## src/rtl/cascaded_counter_sequencer_pkg.sv

```systemverilog
// -----------------------------------------------------------------------------
// cascaded_counter_sequencer_pkg
// Shared definitions for the counter-chip sequencer:
//   - command op codes (CLEAR/LOAD/UP/DOWN)
//   - chip mode-line encodings (S[1:0])
//   - sequencer state enum
//   - helper mapping a count direction to its chip mode
// -----------------------------------------------------------------------------
package cascaded_counter_sequencer_pkg;

    typedef enum logic [1:0] {
        OP_CLEAR = 2'd0,
        OP_LOAD  = 2'd1,
        OP_UP    = 2'd2,
        OP_DOWN  = 2'd3
    } op_e;

    // Chip mode lines S[1:0]
    localparam logic [1:0] MODE_CLR  = 2'b00;   // asynchronous clear
    localparam logic [1:0] MODE_DOWN = 2'b01;
    localparam logic [1:0] MODE_LOAD = 2'b10;   // ignores ENP/ENT
    localparam logic [1:0] MODE_UP   = 2'b11;   // doubles as hold when disabled

    typedef enum logic [2:0] {
        ST_IDLE = 3'd0,
        ST_CLR  = 3'd1,
        ST_LOAD = 3'd2,
        ST_STEP = 3'd3,
        ST_DONE = 3'd4
    } state_e;

    function automatic logic [1:0] step_mode(input logic up);
        return up ? MODE_UP : MODE_DOWN;
    endfunction

endpackage

```

## src/rtl/cascaded_counter_sequencer_if.sv

```systemverilog
// -----------------------------------------------------------------------------
// cascaded_counter_sequencer_if
// Command handshake bundle for the sequencer.
//   cmd_valid  : command offered (master -> slave)
//   cmd_ready  : sequencer idle, command accepted on valid&ready (slave -> master)
//   cmd_op     : op code, see op_e
//   cmd_steps  : step count for UP/DOWN
//   cmd_data   : load value for LOAD
// -----------------------------------------------------------------------------
interface cascaded_counter_sequencer_if #(
    parameter int WIDTH  = 16,
    parameter int STEP_W = 4
);
    logic              cmd_valid;
    logic              cmd_ready;
    logic [1:0]        cmd_op;
    logic [STEP_W-1:0] cmd_steps;
    logic [WIDTH-1:0]  cmd_data;

    modport master (
        output cmd_valid, cmd_op, cmd_steps, cmd_data,
        input  cmd_ready
    );

    modport slave (
        input  cmd_valid, cmd_op, cmd_steps, cmd_data,
        output cmd_ready
    );
endinterface

```

## src/rtl/cascaded_counter_sequencer_timer.sv

```systemverilog
// -----------------------------------------------------------------------------
// step_down_timer
// Loadable STEP_W-bit down-counter tracking the remaining count steps.
//   clk, rst   : clock, synchronous active-high reset
//   load_i     : load load_val_i (takes priority over dec_i)
//   load_val_i : number of steps to run
//   dec_i      : decrement by one this edge
//   last_o     : the current edge is the final step (count == 1)
// -----------------------------------------------------------------------------
module step_down_timer #(
    parameter int STEP_W = 4
) (
    input  logic              clk,
    input  logic              rst,
    input  logic              load_i,
    input  logic [STEP_W-1:0] load_val_i,
    input  logic              dec_i,
    output logic              last_o
);

    logic [STEP_W-1:0] cnt_q;
    logic [STEP_W-1:0] cnt_d;

    always_comb begin
        cnt_d = cnt_q;
        if (load_i) begin
            cnt_d = load_val_i;
        end else if (dec_i && cnt_q != '0) begin
            cnt_d = cnt_q - STEP_W'(1);
        end
    end

    always_ff @(posedge clk) begin
        if (rst) begin
            cnt_q <= '0;
        end else begin
            cnt_q <= cnt_d;
        end
    end

    assign last_o = (cnt_q == STEP_W'(1));

endmodule

```

## src/rtl/cascaded_counter_sequencer.sv

```systemverilog
// -----------------------------------------------------------------------------
// cascaded_counter_sequencer
// Command-driven sequencer in front of a cascade of WIDTH/8 8-bit loadable
// up/down counter chips. Drives the shared mode lines, the enables and the
// parallel load data cycle-accurately and keeps a shadow of the count.
//   clk, rst   : clock shared with the chips, synchronous active-high reset
//   cmd        : command handshake (slave side)
//   ctr_s      : chip mode lines, registered
//   ctr_enp_n  : ENP to all chips, registered
//   ctr_ent_n  : ENT to the lowest chip, registered
//   ctr_d      : parallel load data, registered
//   shadow     : tracked counter value
//   busy       : command in progress (~cmd_ready)
//   done       : one-cycle pulse on completion
//   wrap       : sticky wrap-around flag, cleared on the next accept
// -----------------------------------------------------------------------------
module cascaded_counter_sequencer
    import cascaded_counter_sequencer_pkg::*;
#(
    parameter int WIDTH  = 16,
    parameter int STEP_W = 4
) (
    input  logic                         clk,
    input  logic                         rst,
    cascaded_counter_sequencer_if.slave  cmd,
    output logic [1:0]                   ctr_s,
    output logic                         ctr_enp_n,
    output logic                         ctr_ent_n,
    output logic [WIDTH-1:0]             ctr_d,
    output logic [WIDTH-1:0]             shadow,
    output logic                         busy,
    output logic                         done,
    output logic                         wrap
);

    state_e           state_q;
    logic [1:0]       ctr_s_q;
    logic             enp_n_q;
    logic             ent_n_q;
    logic [WIDTH-1:0] ctr_d_q;
    logic [WIDTH-1:0] shadow_q;
    logic             wrap_q;
    logic             done_q;
    logic             up_q;

    logic             accept;
    logic             is_count_op;
    logic             steps_nz;
    logic             step_last;
    op_e              op;

    assign op          = op_e'(cmd.cmd_op);
    assign accept      = cmd.cmd_valid && (state_q == ST_IDLE);
    assign is_count_op = (op == OP_UP) || (op == OP_DOWN);
    assign steps_nz    = (cmd.cmd_steps != '0);

    step_down_timer #(
        .STEP_W (STEP_W)
    ) u_remaining (
        .clk        (clk),
        .rst        (rst),
        .load_i     (accept && is_count_op && steps_nz),
        .load_val_i (cmd.cmd_steps),
        .dec_i      (state_q == ST_STEP),
        .last_o     (step_last)
    );

    always_ff @(posedge clk) begin
        if (rst) begin
            // Holding S=00 clears the chips, keeping them consistent with shadow=0.
            state_q  <= ST_IDLE;
            ctr_s_q  <= MODE_CLR;
            enp_n_q  <= 1'b1;
            ent_n_q  <= 1'b1;
            ctr_d_q  <= '0;
            shadow_q <= '0;
            wrap_q   <= 1'b0;
            done_q   <= 1'b0;
            up_q     <= 1'b0;
        end else begin
            done_q <= 1'b0;
            case (state_q)
                ST_IDLE: begin
                    // Hold: count mode with both enables inactive.
                    ctr_s_q <= MODE_UP;
                    enp_n_q <= 1'b1;
                    ent_n_q <= 1'b1;
                    if (accept) begin
                        wrap_q <= 1'b0;
                        case (op)
                            OP_CLEAR: begin
                                ctr_s_q <= MODE_CLR;
                                state_q <= ST_CLR;
                            end
                            OP_LOAD: begin
                                ctr_s_q <= MODE_LOAD;
                                ctr_d_q <= cmd.cmd_data;
                                state_q <= ST_LOAD;
                            end
                            default: begin
                                if (steps_nz) begin
                                    ctr_s_q <= step_mode(op == OP_UP);
                                    enp_n_q <= 1'b0;
                                    ent_n_q <= 1'b0;
                                    up_q    <= (op == OP_UP);
                                    state_q <= ST_STEP;
                                end else begin
                                    // Zero-step count: nothing to drive, finish at once.
                                    done_q  <= 1'b1;
                                    state_q <= ST_DONE;
                                end
                            end
                        endcase
                    end
                end
                ST_CLR: begin
                    shadow_q <= '0;
                    ctr_s_q  <= MODE_UP;
                    done_q   <= 1'b1;
                    state_q  <= ST_DONE;
                end
                ST_LOAD: begin
                    // Chips capture ctr_d on this same edge.
                    shadow_q <= ctr_d_q;
                    ctr_s_q  <= MODE_UP;
                    done_q   <= 1'b1;
                    state_q  <= ST_DONE;
                end
                ST_STEP: begin
                    if (up_q) begin
                        shadow_q <= shadow_q + WIDTH'(1);
                        if (&shadow_q) wrap_q <= 1'b1;
                    end else begin
                        shadow_q <= shadow_q - WIDTH'(1);
                        if (shadow_q == '0) wrap_q <= 1'b1;
                    end
                    if (step_last) begin
                        enp_n_q <= 1'b1;
                        ent_n_q <= 1'b1;
                        ctr_s_q <= MODE_UP;
                        done_q  <= 1'b1;
                        state_q <= ST_DONE;
                    end
                end
                ST_DONE: begin
                    state_q <= ST_IDLE;
                end
                default: begin
                    state_q <= ST_IDLE;
                end
            endcase
        end
    end

    assign cmd.cmd_ready = (state_q == ST_IDLE);
    assign busy          = (state_q != ST_IDLE);
    assign ctr_s         = ctr_s_q;
    assign ctr_enp_n     = enp_n_q;
    assign ctr_ent_n     = ent_n_q;
    assign ctr_d         = ctr_d_q;
    assign shadow        = shadow_q;
    assign done          = done_q;
    assign wrap          = wrap_q;

endmodule
```

## src/flat_wrapper.sv

```systemverilog
// flat-port wrapper written by rule: the top's interface ports become plain ports
module cascaded_counter_sequencer_flat import cascaded_counter_sequencer_pkg::*;
#(
    parameter int WIDTH  = 16,
    parameter int STEP_W = 4
)
  (clk, rst, ctr_s, ctr_enp_n, ctr_ent_n, ctr_d, shadow, busy, done, wrap, cmd_cmd_valid, cmd_cmd_op, cmd_cmd_steps, cmd_cmd_data, cmd_cmd_ready);
  cascaded_counter_sequencer_if #(.WIDTH(WIDTH), .STEP_W(STEP_W)) cmd_i ();
  input  logic clk;
  input  logic rst;
  output logic [1:0] ctr_s;
  output logic ctr_enp_n;
  output logic ctr_ent_n;
  output logic [WIDTH-1:0] ctr_d;
  output logic [WIDTH-1:0] shadow;
  output logic busy;
  output logic done;
  output logic wrap;
  input wire logic [$bits(cmd_i.cmd_valid)-1:0] cmd_cmd_valid;
  input wire logic [$bits(cmd_i.cmd_op)-1:0] cmd_cmd_op;
  input wire logic [$bits(cmd_i.cmd_steps)-1:0] cmd_cmd_steps;
  input wire logic [$bits(cmd_i.cmd_data)-1:0] cmd_cmd_data;
  output wire logic [$bits(cmd_i.cmd_ready)-1:0] cmd_cmd_ready;
  assign cmd_i.cmd_valid = cmd_cmd_valid;
  assign cmd_i.cmd_op = cmd_cmd_op;
  assign cmd_i.cmd_steps = cmd_cmd_steps;
  assign cmd_i.cmd_data = cmd_cmd_data;
  assign cmd_cmd_ready = cmd_i.cmd_ready;
  cascaded_counter_sequencer #(.WIDTH(WIDTH), .STEP_W(STEP_W)) u_core (.clk(clk), .rst(rst), .cmd(cmd_i), .ctr_s(ctr_s), .ctr_enp_n(ctr_enp_n), .ctr_ent_n(ctr_ent_n), .ctr_d(ctr_d), .shadow(shadow), .busy(busy), .done(done), .wrap(wrap));
endmodule
```

## config.mk

```make
export PLATFORM = sky130hd
export DESIGN_NAME = cascaded_counter_sequencer_flat
export DESIGN_NICKNAME = d
export VERILOG_FILES = /design/src/rtl/cascaded_counter_sequencer_pkg.sv /design/src/rtl/cascaded_counter_sequencer_if.sv /design/src/rtl/cascaded_counter_sequencer_timer.sv /design/src/rtl/cascaded_counter_sequencer.sv /design/src/flat_wrapper.sv
export SDC_FILE = /design/constraint.sdc
export NUM_CORES = 1
export LEC_CHECK = 0
export CAP_MARGIN = 20
export CELL_PAD_IN_SITES_DETAIL_PLACEMENT = 1
export CELL_PAD_IN_SITES_GLOBAL_PLACEMENT = 2
export CORE_UTILIZATION = 30
export CTS_BUF_LIST = sky130_fd_sc_hd__clkbuf_16
export CTS_CLUSTER_DIAMETER = 30
export DETAILED_ROUTE_END_ITERATION = 10
export HOLD_SLACK_MARGIN = 0.02
export PLACE_DENSITY = 0.91
export SKIP_LAST_GASP = 1
export SYNTH_ARGS = -nofsm -noshare
export SYNTH_HDL_FRONTEND = slang
export SYNTH_HIERARCHICAL = 1
export SYNTH_SLANG_ARGS = --single-unit
```

## constraint.sdc

```tcl
create_clock -name clk -period 4.1 [get_ports clk]
set_clock_uncertainty 0.05 [all_clocks]
set_input_delay 0.615 -clock clk [delete_from_list [all_inputs] [get_ports clk]]
set_output_delay 0.615 -clock clk [all_outputs]
set_load 0.01 [all_outputs]
```

### After elaboration in Yosys (flattened, before gate mapping)

Cells that the tools add are included.

| storage, ports and cells | value |
|---|---|
| register bits after elaboration | 45 |
| output and inout port bits | 40 |
| word-level logic and storage cells | 77 |

| operators by class | value |
|---|---|
| $add $sub $neg | 3 |
| equality and inequality tests | 11 |
| multiplexer cells | 29 |
| bitwise gates (word level) | 1 |
| reduce and logical (&&, ||, !) cells | 24 |

Operators by type and width:

| operator | number |
|---|---|
| case mux 16 bit (3 select lines) | 1 |
| adder 16 x 1 -> 16 bit, second input constant | 1 |
| logical NOT 16 bit | 1 |
| two-way mux 16 bit | 1 |
| AND reduction 16 bit | 1 |
| subtractor 16 x 1 -> 16 bit, second input constant | 1 |
| two-way mux 1 bit | 11 |
| two-way mux 3 bit | 3 |
| case mux 3 bit (3 select lines) | 1 |
| nonzero test 3 bit | 3 |
| two-way mux 2 bit | 4 |
| two-way mux 4 bit | 2 |
| AND reduction 4 bit | 2 |
| nonzero test 4 bit | 2 |
| == test 3 x 2 -> 1 bit, second input constant | 2 |
| case mux 2 bit (3 select lines) | 1 |
| case mux 3 bit (2 select lines) | 1 |
| AND reduction 2 bit | 3 |
| == test 2 bit, second input constant | 2 |
| == test 4 x 1 -> 1 bit, second input constant | 1 |
| logical AND 1 bit | 4 |
| inequality test 2 x 1 -> 1 bit, second input constant | 2 |
| case mux 1 bit (2 select lines) | 2 |
| case mux 2 bit (2 select lines) | 1 |
| 13 further kinds | 15 |

### Logic depth before layout (Yosys ltp)

| logic depth | value |
|---|---|
| depth after elaboration | 6 |
| depth in mapped cells | 9 |
| gate-level depth less buffers | 8 |

### Hierarchy

The synthesis kept the hierarchy.

By module, submodules not included:

| module | times used | cells an instance | area each (sq um) | seq. area each (sq um) |
|---|---|---|---|---|
| cascaded_counter_sequencer | 1 | 311 | 2404.8 | 820.8 |
| step_down_timer | 1 | 33 | 286.5 | 80.1 |

### Least setup slack after synthesis

Ideal clock, no wire load.

| timing | value |
|---|---|
| kind | register to register |
| from | reg u_core.state_q[2] |
| to | reg u_core.u_remaining.cnt_q[0] |
| library setup time | 0.127 ns |
| arrival time | 2.138 ns |
| required time | 3.923 ns |
| slack | 1.785 ns |
| stages on the path, launching flop included | 8 |
| path buffers | 1 |
| period minus slack after synthesis | 2.315 ns |
| cell sequence | dfxtp_1 -> nor3_2 -> nand2_1 -> nor3b_1 -> clkbuf_1 -> nor3_1 -> and3_1 -> or3_1 |

| on the way | value |
|---|---|
| cells in the longest elaborated chain, start to end | 5 |

RTL lines:

| item | RTL line | source |
|---|---|---|
| from (decl) | cascaded_counter_sequencer.sv:36 | `state_e state_q;` |
| from (signal assigned) | cascaded_counter_sequencer.sv:71 | `state_q <= ST_IDLE;` |
| from (signal assigned) | cascaded_counter_sequencer.sv:93 | `state_q <= ST_CLR;` |
| from (signal assigned) | cascaded_counter_sequencer.sv:98 | `state_q <= ST_LOAD;` |
| logical NOT 3 bit (*) | -- |  |
| via cmd_cmd_ready | flat_wrapper.sv:23 | `output wire logic [$bits(cmd_i.cmd_ready)-1:0] cmd_cmd_ready;` |
| logical AND 1 bit (*) | cascaded_counter_sequencer.sv:53 | `assign accept = cmd.cmd_valid && (state_q == ST_IDLE);` |
| logical AND 1 bit (*) (2 in series) | cascaded_counter_sequencer.sv:62 | `.load_i (accept && is_count_op && steps_nz),` |
| two-way mux 4 bit / nonzero test 2 bit (equally long branches) | -- |  |
| to (signal assigned) | cascaded_counter_sequencer_timer.sv:37 | `cnt_q <= cnt_d;` |
| to (decl) | cascaded_counter_sequencer_timer.sv:21 | `logic [STEP_W-1:0] cnt_q;` |

Mark *: on every way through the listed nets, which the timed path passes. The rest lies on a longest branch.
A chain may end at the register's enable or synchronous reset.

### Worst setup path after layout

| timing | value |
|---|---|
| from | reg u_core.up_q |
| to | reg u_core.shadow_q[15], in the netlist u_core/shadow[15] |

| on the way | value |
|---|---|
| cells in the longest elaborated chain, start to end | 2 |

RTL lines:

| item | RTL line | source |
|---|---|---|
| from (decl) | cascaded_counter_sequencer.sv:44 | `logic up_q;` |
| from (signal assigned) | cascaded_counter_sequencer.sv:105 | `up_q <= (op == OP_UP);` |
| two-way mux 16 bit | cascaded_counter_sequencer.sv:130 | `if (up_q) begin` |
| case mux 16 bit (3 select lines) | cascaded_counter_sequencer.sv:82 | `case (state_q)` |
| to (signal assigned) | cascaded_counter_sequencer.sv:124 | `shadow_q <= ctr_d_q;` |
| to (signal assigned) | cascaded_counter_sequencer.sv:131 | `shadow_q <= shadow_q + WIDTH'(1);` |
| to (signal assigned) | cascaded_counter_sequencer.sv:134 | `shadow_q <= shadow_q - WIDTH'(1);` |
| to (decl) | cascaded_counter_sequencer.sv:41 | `logic [WIDTH-1:0] shadow_q;` |

Every way passes these cells.

==> flow_metrics.env <==
export IMPL_run_status="finished, final reports clean"
export IMPL_synth_edf_count=0
export IMPL_drc=0
export IMPL_io_buffer_count=64
export IMPL_vias=2748
export IMPL_leakagePower_nw=1.34
export IMPL_final_instance_count_excl_fill=508
export IMPL_diodes=0
export IMPL_post_route_min_period_ps=2560
export IMPL_clockBufferDepth=2
export IMPL_hold_depth=2
export IMPL_grt_total_usage_pct=18.3
export IMPL_clock_sinks=45
export IMPL_ys_warn_count=6
export IMPL_hold_viol_final=0
export IMPL_cts_resized=0
export IMPL_ys_seq_area_share_pct=33.5
export IMPL_holdPathEnd="u_core/ctr_d[13]"
export IMPL_fin_nets=442
export IMPL_first_iter_violations=104
export IMPL_worst_pin_slew_ps=837
export IMPL_wire_per_inst_um=16.7
export IMPL_finalCritPeriodShare_pct=62.6
export IMPL_core_area_um2=8720
export IMPL_synth_distinct_cells=53
export IMPL_tns_ps=0
export IMPL_num_rows=34
export IMPL_timing_fmax_ghz=0.390
export IMPL_r2r_start="u_core/up_q"
export IMPL_routed_wl_um=8490
export IMPL_synth_main_ff_cell="dfxtp_1"
export IMPL_io_pins=65
export IMPL_nFillCells=1042
export IMPL_syn_area_um2=2690
export IMPL_cp_start_kind="flop"
export IMPL_die_h_um=96.7
export IMPL_grt_first_pass_wirelength_um=14300
export IMPL_dpl_cell_count=501
export IMPL_postRouteAntennaNets=0
export IMPL_insertion_delay_ps=280
export IMPL_grt_overflow=0
export IMPL_maxCapViolations=0
export IMPL_dpl_hpwl_um=6440
export IMPL_max_slew_margin_rel_pct=44.0
export IMPL_hold_path_class="flop to flop"
export IMPL_fin_util_pct=40.6
export IMPL_regArea_um2=901
export IMPL_cts_setup_buffers=0
export IMPL_cts_tree="yes"
export IMPL_cts_root_buf="clkbuf_16"
export IMPL_floorplan_initialDensity_pct=30.9
export IMPL_grt_max_degree=30
export IMPL_setup_viol=0
export IMPL_cts_htree_levels=2
export IMPL_critPathArrivalTime_ps=2740
export IMPL_vias_per_cell=5.41
export IMPL_layout_common_cells="clkdlybuf4s50_1 (63), dfxtp_1 (45), nand2_1 (43)"
export IMPL_avgSynthCellArea_um2=7.82
export IMPL_grt_pass1_vias=2833
export IMPL_reg2reg_depth=8
export IMPL_die_area_um2=9350
export IMPL_vdd_ir_drop_max_v=0.000171
export IMPL_timing_rr_end="u_core/shadow[15]"
export IMPL_rrSetupSlack_ps=1540
export IMPL_syn_num_nets=386
export IMPL_place_gp_congestion=0.822
export IMPL_min_from="u_core/ctr_d[13]"
export IMPL_area_growth_pct=31.6
export IMPL_drt_pass1_iter_count=4
export IMPL_drive_gt1_share_pct=4.75
export IMPL_clk_pin_slew_ps=60
export IMPL_cts_buffers=5
export IMPL_drv_slew=0
export IMPL_powerDensity_nw_per_um2=381
export IMPL_end_kind="flop"
export IMPL_ys_ff_latch=45
export IMPL_postSynthCellCount=344
export IMPL_hold_buffers=0
export IMPL_finalPower_mw=1.35
export IMPL_antenna_found_initial=0
export IMPL_async_flop_share_pct=0
export IMPL_grt_setup_unrepaired="false"
export IMPL_final_common_cell="clkdlybuf4s50_1"
export IMPL_die_width_um=96.7
export IMPL_multi_input_area_um2=1660
export IMPL_crit_type="flop to flop"
export IMPL_path_max_fanout=15
export IMPL_critPathRequiredTime_ps=4270
[state kept, by name, summed over array words and instances (netlist names)]
name / flops
u_core/state_q: 3
u_core/ctr_ent_n: 1
u_core/up_q: 1
u_core/ctr_s: 2
u_core/done: 1
u_core/ctr_d: 16
u_core/wrap: 1
u_core/shadow: 16
u_core/u_remaining/cnt_q: 4
[power breakdown]
part / total [mW] / internal, mW / switching (mW) / leakage [nW]
clock: 0.377 / 0.218 / 0.158 / 0.0685
sequential: 0.508 / 0.465 / 0.0424 / 0.367
combinational: 0.466 / 0.209 / 0.256 / 0.907
total: 1.35 / 0.893 / 0.457 / 1.34
[metrics by stage]
step	instance area [µm²]	setup WS (ps)	hold slack [ps]
2_1_floorplan	2690	1790	438
3_3_place_gp	3410	1550	411
3_5_place_dp	3410	1510	419
4_1_cts	3540	1520	428
5_1_grt	3540	1390	466
6_report	3540	1540	425
[critical path, stage by stage, from the launching register on]
cell and delay [ps]:
dfxtp_1 400, inv_1 290, ha_1 460, o21a_1 150, a21oi_1 90, o21ai_1 280
a21oi_1 180, or4_1 520, nand3_1 90
[cells in the mapped netlist, types with 6 or more instances]
master / count / share of area [%]
dfxtp_1: 45 / 33
nand4_1: 8 / 1.9
nand2_1: 43 / 6.0
a21o_1: 7 / 2.0
clkbuf_1: 14 / 2.0
nor3_1: 15 / 2.8
and3_1: 6 / 1.4
nor2_1: 30 / 4.2
ha_1: 16 / 7.4
nor4_1: 7 / 1.6
inv_1: 12 / 1.7
xor2_1: 7 / 2.3
o21ai_0: 12 / 2.2
a21oi_1: 42 / 7.8
[area by class of cell]
type                            count  area share, %
Tap cell                          108           3.81
Clock inverter                      2          0.212
Sequential cell                    45           25.4
Clock buffer                        5           3.53
Timing Repair Buffer               68           18.8
Inverter                           13           1.41
Multi-Input combinational cell    267           46.8
[kinds of logic after synthesis]
| logic type | count (synthesis) | synth area share (%) |
|---|---|---|
| AND/OR/NAND/NOR | 137 | 25.2 |
| AO/OA/AOI/OAI | 102 | 24.6 |
| flip-flops | 45 | 33.5 |
| buffers and inverters | 32 | 4.93 |
| adder cells (fa/ha/maj) | 17 | 8.18 |
| XOR/XNOR | 11 | 3.58 |
[metal layers]
metal	GRT usage (%)	share of wire, %	up-vias
met5	0	0	-
met4	3.79	0.64	0
met3	2.38	2.3	4
met2	29.6	45	51
met1	26.0	52	1316
li1	-	-	1377
[worst max-delay path by stage]
stage / from / endpoint / slack, ps / cells after the start
floorplan: u_core/state_q[2] / u_core/u_remaining/cnt_q[0] / 1790 / 7
detailed placement: cmd_cmd_steps[1] / u_core/u_remaining/cnt_q[1] / 1510 / 7
finish: u_core/up_q / u_core/shadow[15] / 1540 / 8
CTS: u_core/up_q / u_core/shadow[15] / 1520 / 8
global placement: cmd_cmd_steps[1] / u_core/u_remaining/cnt_q[1] / 1550 / 7
global route: u_core/up_q / u_core/shadow[15] / 1390 / 8
Note: power is estimated with default switching activity, not from simulation.
